==> config.mk <==
export PLATFORM = sky130hd
export DESIGN_NAME = blake_round_ctrl
export DESIGN_NICKNAME = d
export VERILOG_FILES = /design/src/rtl/blake_round_ctrl.sv
export SDC_FILE = /design/constraint.sdc
export NUM_CORES = 1
export LEC_CHECK = 0
export BUFFER_PORTS_ARGS = -buffer_cell sky130_fd_sc_hd__buf_2
export CAP_MARGIN = 15
export CORE_AREA = 4 4 67 63
export DETAILED_ROUTE_END_ITERATION = 16
export DIE_AREA = 0 0 71 67
export GPL_ROUTABILITY_DRIVEN = 0
export PLACE_DENSITY_LB_ADDON = 0.08
export SYNTH_ARGS = -nofsm -noshare
export SYNTH_HDL_FRONTEND = slang
export SYNTH_SLANG_ARGS = --single-unit
==> constraint.sdc <==
create_clock -name clk -period 1.8 [get_ports clk]
set_clock_uncertainty 0.05 [all_clocks]
set_input_delay 0.36 -clock clk [delete_from_list [all_inputs] [get_ports clk]]
set_output_delay 0.36 -clock clk [all_outputs]
set_load 0.05 [all_outputs]
==> src/rtl/blake_round_ctrl.sv <==
// BLAKE-512 round sequencer: INIT, 4*ROUNDS RUN steps, FINAL, DONE; start-to-done 4*ROUNDS+3 cycles, no backpressure.
// Define BLAKE_CTRL_ABORT_EN to add an abort input that returns INIT/RUN/FINAL to IDLE.
module blake_round_ctrl #(
  parameter int unsigned ROUNDS = 16
) (
  input  logic       clk,
  input  logic       rst,
  input  logic       start,
`ifdef BLAKE_CTRL_ABORT_EN
  input  logic       abort,
`endif
  output logic       busy,
  output logic       done,
  output logic       init,
  output logic       ena,
  output logic       fin,
  output logic [4:0] round,
  output logic [3:0] sigma_idx,
  output logic [1:0] step,
  output logic       diag
);

  typedef enum logic [2:0] {
    S_IDLE  = 3'd0,
    S_INIT  = 3'd1,
    S_RUN   = 3'd2,
    S_FINAL = 3'd3,
    S_DONE  = 3'd4
  } state_t;

  localparam logic [4:0] LAST_RND = 5'(ROUNDS - 1);

  state_t     r_state;
  state_t     w_state_nxt;
  logic [4:0] r_round;
  logic [4:0] w_round_nxt;
  logic [3:0] r_sigma;
  logic [3:0] w_sigma_nxt;
  logic [1:0] r_step;
  logic [1:0] w_step_nxt;
  logic       r_busy;
  logic       r_done;
  logic       r_init;
  logic       r_ena;
  logic       r_fin;
  logic       w_last;
  logic       w_kill;

`ifdef BLAKE_CTRL_ABORT_EN
  assign w_kill = abort;
`else
  assign w_kill = 1'b0;
`endif

  assign w_last = (r_round == LAST_RND) && (r_step == 2'd3);

  always_comb begin
    w_state_nxt = r_state;
    w_round_nxt = r_round;
    w_sigma_nxt = r_sigma;
    w_step_nxt  = r_step;
    case (r_state)
      S_IDLE: begin
        if (start) begin
          w_state_nxt = S_INIT;
          w_round_nxt = 5'd0;
          w_sigma_nxt = 4'd0;
          w_step_nxt  = 2'd0;
        end
      end
      S_INIT: w_state_nxt = S_RUN;
      S_RUN: begin
        if (w_last) begin
          w_state_nxt = S_FINAL;
        end else begin
          w_step_nxt = r_step + 2'd1;
          if (r_step == 2'd3) begin
            w_round_nxt = r_round + 5'd1;
            // sigma wraps on its own counter so no mod-10 divider is needed
            w_sigma_nxt = (r_sigma == 4'd9) ? 4'd0 : r_sigma + 4'd1;
          end
        end
      end
      S_FINAL: w_state_nxt = S_DONE;
      S_DONE:  w_state_nxt = S_IDLE;
      default: w_state_nxt = S_IDLE;
    endcase
    if (w_kill && (r_state == S_INIT || r_state == S_RUN || r_state == S_FINAL)) begin
      w_state_nxt = S_IDLE;
      w_round_nxt = 5'd0;
      w_sigma_nxt = 4'd0;
      w_step_nxt  = 2'd0;
    end
  end

  // Strobes are registered from the next state so every output is a flop.
  always_ff @(posedge clk) begin
    if (rst) begin
      r_state <= S_IDLE;
      r_round <= 5'd0;
      r_sigma <= 4'd0;
      r_step  <= 2'd0;
      r_busy  <= 1'b0;
      r_done  <= 1'b0;
      r_init  <= 1'b0;
      r_ena   <= 1'b0;
      r_fin   <= 1'b0;
    end else begin
      r_state <= w_state_nxt;
      r_round <= w_round_nxt;
      r_sigma <= w_sigma_nxt;
      r_step  <= w_step_nxt;
      r_busy  <= (w_state_nxt == S_INIT) || (w_state_nxt == S_RUN) || (w_state_nxt == S_FINAL);
      r_done  <= (w_state_nxt == S_DONE);
      r_init  <= (w_state_nxt == S_INIT);
      r_ena   <= (w_state_nxt == S_RUN);
      r_fin   <= (w_state_nxt == S_FINAL);
    end
  end

  assign busy      = r_busy;
  assign done      = r_done;
  assign init      = r_init;
  assign ena       = r_ena;
  assign fin       = r_fin;
  assign round     = r_round;
  assign sigma_idx = r_sigma;
  assign step      = r_step;
  assign diag      = r_step[1];

endmodule
Word-level counts from Yosys, hierarchy flattened. Index checks and enable logic that the tools add are counted.

$add $sub $neg: 3. Eq/ne operators: 13. Multiplexer cells: 15. Reductions and logical operators: 7.

Operators by type and width (count): $mux 4 (4); $mux 5 (3); $eq 3x2->1 const B (4); $pmux 3 s4 (1); $pmux 5 s2 (1); $pmux 4 s2 (1); $eq 3x1->1 const B (2); $mux 3 (2); $ne 2x2->1 const B (3); $add 5x1->5 const B (1); $eq 5x4->1 const B (1); $add 4x1->4 const B (1); $eq 4x4->1 const B (1); $mux 2 (2); $pmux 2 s2 (1); $reduce_and 4->1 (1); $eq 3x3->1 const B (1); $logic_not 3->1 (1); $reduce_and 3->1 (1); $add 2x1->2 const B (1); $eq 2x2->1 const B (1); $logic_or 1x1->1 (2); $reduce_bool 2->1 (1); $logic_and 1x1->1 (1).

Register bits after elaboration: 19. Input port bits: 3. Output and inout bits: 17. Logic and storage cells: 47.

Depth between registers and ports, before layout.
Word-level depth: 7. Depth in mapped cells: 7. Gate-level depth less buffers: 7.

Worst setup path before layout. No wires, ideal clock.

Path kind: register to register. Start: register r_round[0] (netlist: round[0]). End: register r_sigma[1] (netlist: sigma_idx[1]). Setup time: 0.071 ns. Data arrival time: 2.152 ns. Slack: -0.472 ns. Stages on the path, launching flop included: 8. Path buffers: 0. Cell sequence: dfxtp_1 -> ha_1 -> and3_1 -> ha_1 -> and3b_1 -> o21ai_2 -> or4b_1 -> a21oi_1.

Cells in the longest elaborated chain, start to end: 4.

RTL lines: start: declaration (line 35) `logic [4:0] r_round;`; start signal: assignment (line 110) `r_round <= w_round_nxt;`; $eq 5x4->1 (line 55) `assign w_last = (r_round == LAST_RND) && (r_step == 2'd3);`; $logic_and 1x1->1 (line 55); $ne 2x2->1 (no line); $reduce_and 4->1 (no line); end signal: assignment (line 111) `r_sigma <= w_sigma_nxt;`; end: declaration (line 37) `logic [3:0] r_sigma;`.

Every way passes these cells. A chain may end at the register's enable or synchronous reset.

Final worst setup path. Same ends and word-level chain as after synthesis.

==> impl_metrics.json <==
{
  "grt_pass1_vias": 794,
  "synthArstFlopShare": 0,
  "vias": 788,
  "hold_class": "input port to flop",
  "slew_headroom": 0.7679,
  "max-vdd-ir-drop_mv": 0.4910,
  "grt_max_degree": 16,
  "cp.required_ns": 1.94,
  "via_per_inst": 4.635,
  "fin_ws_ns": -0.07813,
  "holdWs_ns": 0.3765,
  "holdBufCountCts": 0,
  "die_h_um": 67,
  "ant_nets": 0,
  "layout.cell_area.non_filler_sq_um": 1195,
  "slew_viol_final": 0,
  "dp.cells": 164,
  "synth_edf_count": 0,
  "violations": "negative setup slack",
  "drtIter0Drc": 26,
  "clock_latency_ns": 0.25,
  "cap_violations": 0,
  "grt.total_usage": 0.09962,
  "synthMuxAreaShare": 0.02319,
  "layout.cells.non_filler": 170,
  "fin_crit_sh": 1.043,
  "worstPathCellList": "ha_4 -> and3_4 -> ha_4 -> and3b_2 -> o21ai_4 -> or4b_1 -> a21oi_1",
  "antenna_found_initial": 0,
  "area_delta_synth_final_pct": 38.41,
  "placed_cell_area_sq_um": 1125,
  "cts_tree": "done",
  "hpwl_um": 1536,
  "final.setup.tns_ns": -0.09342,
  "netlist_top_cells_area": "dfxtp_1, ha_1, nor2_1, and3_1, a21oi_1",
  "avgSynthCellArea_sq_um": 9.283,
  "clkTransAtPathRegs_ns": 0.07,
  "ioPinCount": 20,
  "synth_most_common_cell": "dfxtp_1",
  "overflow": 0,
  "initial_core_util": 0.2416,
  "dr.pass1.iters": 3,
  "final_core_util": 0.3344,
  "critPathMaxStageDelay_ns": 0.49,
  "wire_per_inst_um": 12.12,
  "cts_root_buf": "clkbuf_8",
  "htreeDepth": 1,
  "cts_inserted_buffers": 3,
  "arrival_ns": 2.02,
  "ys_ff_latch": 19,
  "cp_slowest_cell": "or4b_1",
  "wl_um": 2060,
  "hold_viol_final": 0,
  "die_area_sq_um": 4757,
  "startpoint_type": "flop",
  "ys_seq_area_frac": 0.4406,
  "synth_common_cells": "dfxtp_1, nor2_1, a21oi_1, and3_1, ha_1",
  "syn_nets": 101,
  "clock_sinks": 19,
  "synth-compound-area-share": 0.1406,
  "drive_gt1_frac": 0.3952,
  "yosysUniqueCellTypes": 33,
  "synthesis.area_sq_um": 863.3,
  "nNetsFinal": 133,
  "postSynthCellCount": 93,
  "core_area_sq_um": 3573,
  "powerDensity_nw_per_um2": 722.4,
  "synthAdderAreaFrac": 0.07246,
  "worst_slew_pin_slew_ns": 0.3394,
  "p_leak_nw": 0.5245,
  "max_freq_ghz": 0.5324,
  "setup_violations": 2,
  "num_rows": 21,
  "synth_top_family_by_area": "simple AND/OR/NAND/NOR gates",
  "layout_min_cycle_time_ns": 1.878,
  "worstSetupPathType": "flop to flop",
  "numPortBuffers": 19,
  "crit_path_max_fanout": 3,
  "outcome": "complete, but fails checks",
  "synth_ff_type": "dfxtp_1",
  "grt_setup_unrepaired": "true",
  "synth_xor_area_frac": 0.03043,
  "dp_slack_ns": -0.1019,
  "p_total_uw": 863.2,
  "crit_top_cell": "ha_4",
  "yosysTopAreaCell": "dfxtp_1",
  "diodes": 0,
  "cts_buffer_depth": 2,
  "grt_pass1_wl_um": 3636,
  "ys_warn_count": 0,
  "synthSimpleGateAreaFrac": 0.2580,
  "dieWidth_um": 71,
  "route.detailed.drc": 0,
  "crit_path_end_kind": "flop",
  "synth_top_area_frac": 0.4406
}
[kinds of logic (layout without fill, tap and decap cells)]
kind of cell	Yosys count	count (layout)
DFF	19	19
and+or+nand+nor	39	39
buffers and inverters	7	38
muxes	2	2
xor gates and xnor gates	3	3
AOI/OAI and AO/OA	18	18
adders and majority gates	5	5
[placed cells by master (no fill, tap or decap), drive strengths merged, types with 2 or more instances in the layout]
cell,n
xor2,2
nand2,4
mux2i,2
a21oi,5
nor2,10
and3b,2
o21ai,3
clkbuf,4
ha,5
or3b,2
o211ai,3
inv,3
and3,5
a22oi,3
buf,31
nand2b,2
a2111oi,2
nand3b,2
nand3,2
dfxtp,19
nor3,3
[flip-flops by register name (all words and copies together) (netlist names)]
register and cells:
done 1, ena 1, init 1, step 2, sigma_idx 4, round 5, fin 1, busy 1
r_state 3
[power by group]
| part | leakage [nW] | internal [mW] | switching [mW] |
|---|---|---|---|
| registers | 0.158 | 0.431 | 0.00966 |
| logic | 0.343 | 0.0458 | 0.0823 |
| clock network | 0.0228 | 0.157 | 0.138 |
[worst paths after layout]
kind	from	endpoint	slack (ns)	cells after the start
worst max-delay path	round[0]$_SDFFE_PP0P_	sigma_idx[1]$_SDFFE_PP0P_	-0.08	7
worst min-delay path	start	init$_SDFF_PP0_	0.38	3
worst max register to register	round[0]$_SDFFE_PP0P_	sigma_idx[1]$_SDFFE_PP0P_	-0.08	7
worst min register to register	sigma_idx[3]$_SDFFE_PP0P_	sigma_idx[3]$_SDFFE_PP0P_	0.46	2
[timing repair]
item                                    CTS  global route
endpoints found under the setup margin    2             8
pin swaps                                 9             6
gates resized for setup                   5             0
endpoints found under the hold margin     0             0
setup buffers                             2             1
[cell type report]
type                    count  area, sq um
fillers                   413         2379
repair buffers             31        185.2
multi-input cells          67        501.7
clock buffers               4        45.04
inverters                   3        11.26
flip-flops and latches     19        394.1
well taps                  46        57.56
[critical path, delay by kind of cell, from the launching register on]
kind / cells / cell delay, ns
simple gates: 3 / 0.93
flops: 1 / 0.35
fa+ha+maj: 2 / 0.30
compound gates: 2 / 0.17
[per-layer routing]
metal	track usage	share of wire
met1	0.1191	0.49
met2	0.1655	0.45
met3	0.03922	0.050
met4	0.02817	0.0068
met5	0	0
Note: power is estimated with default switching activity, not from simulation.
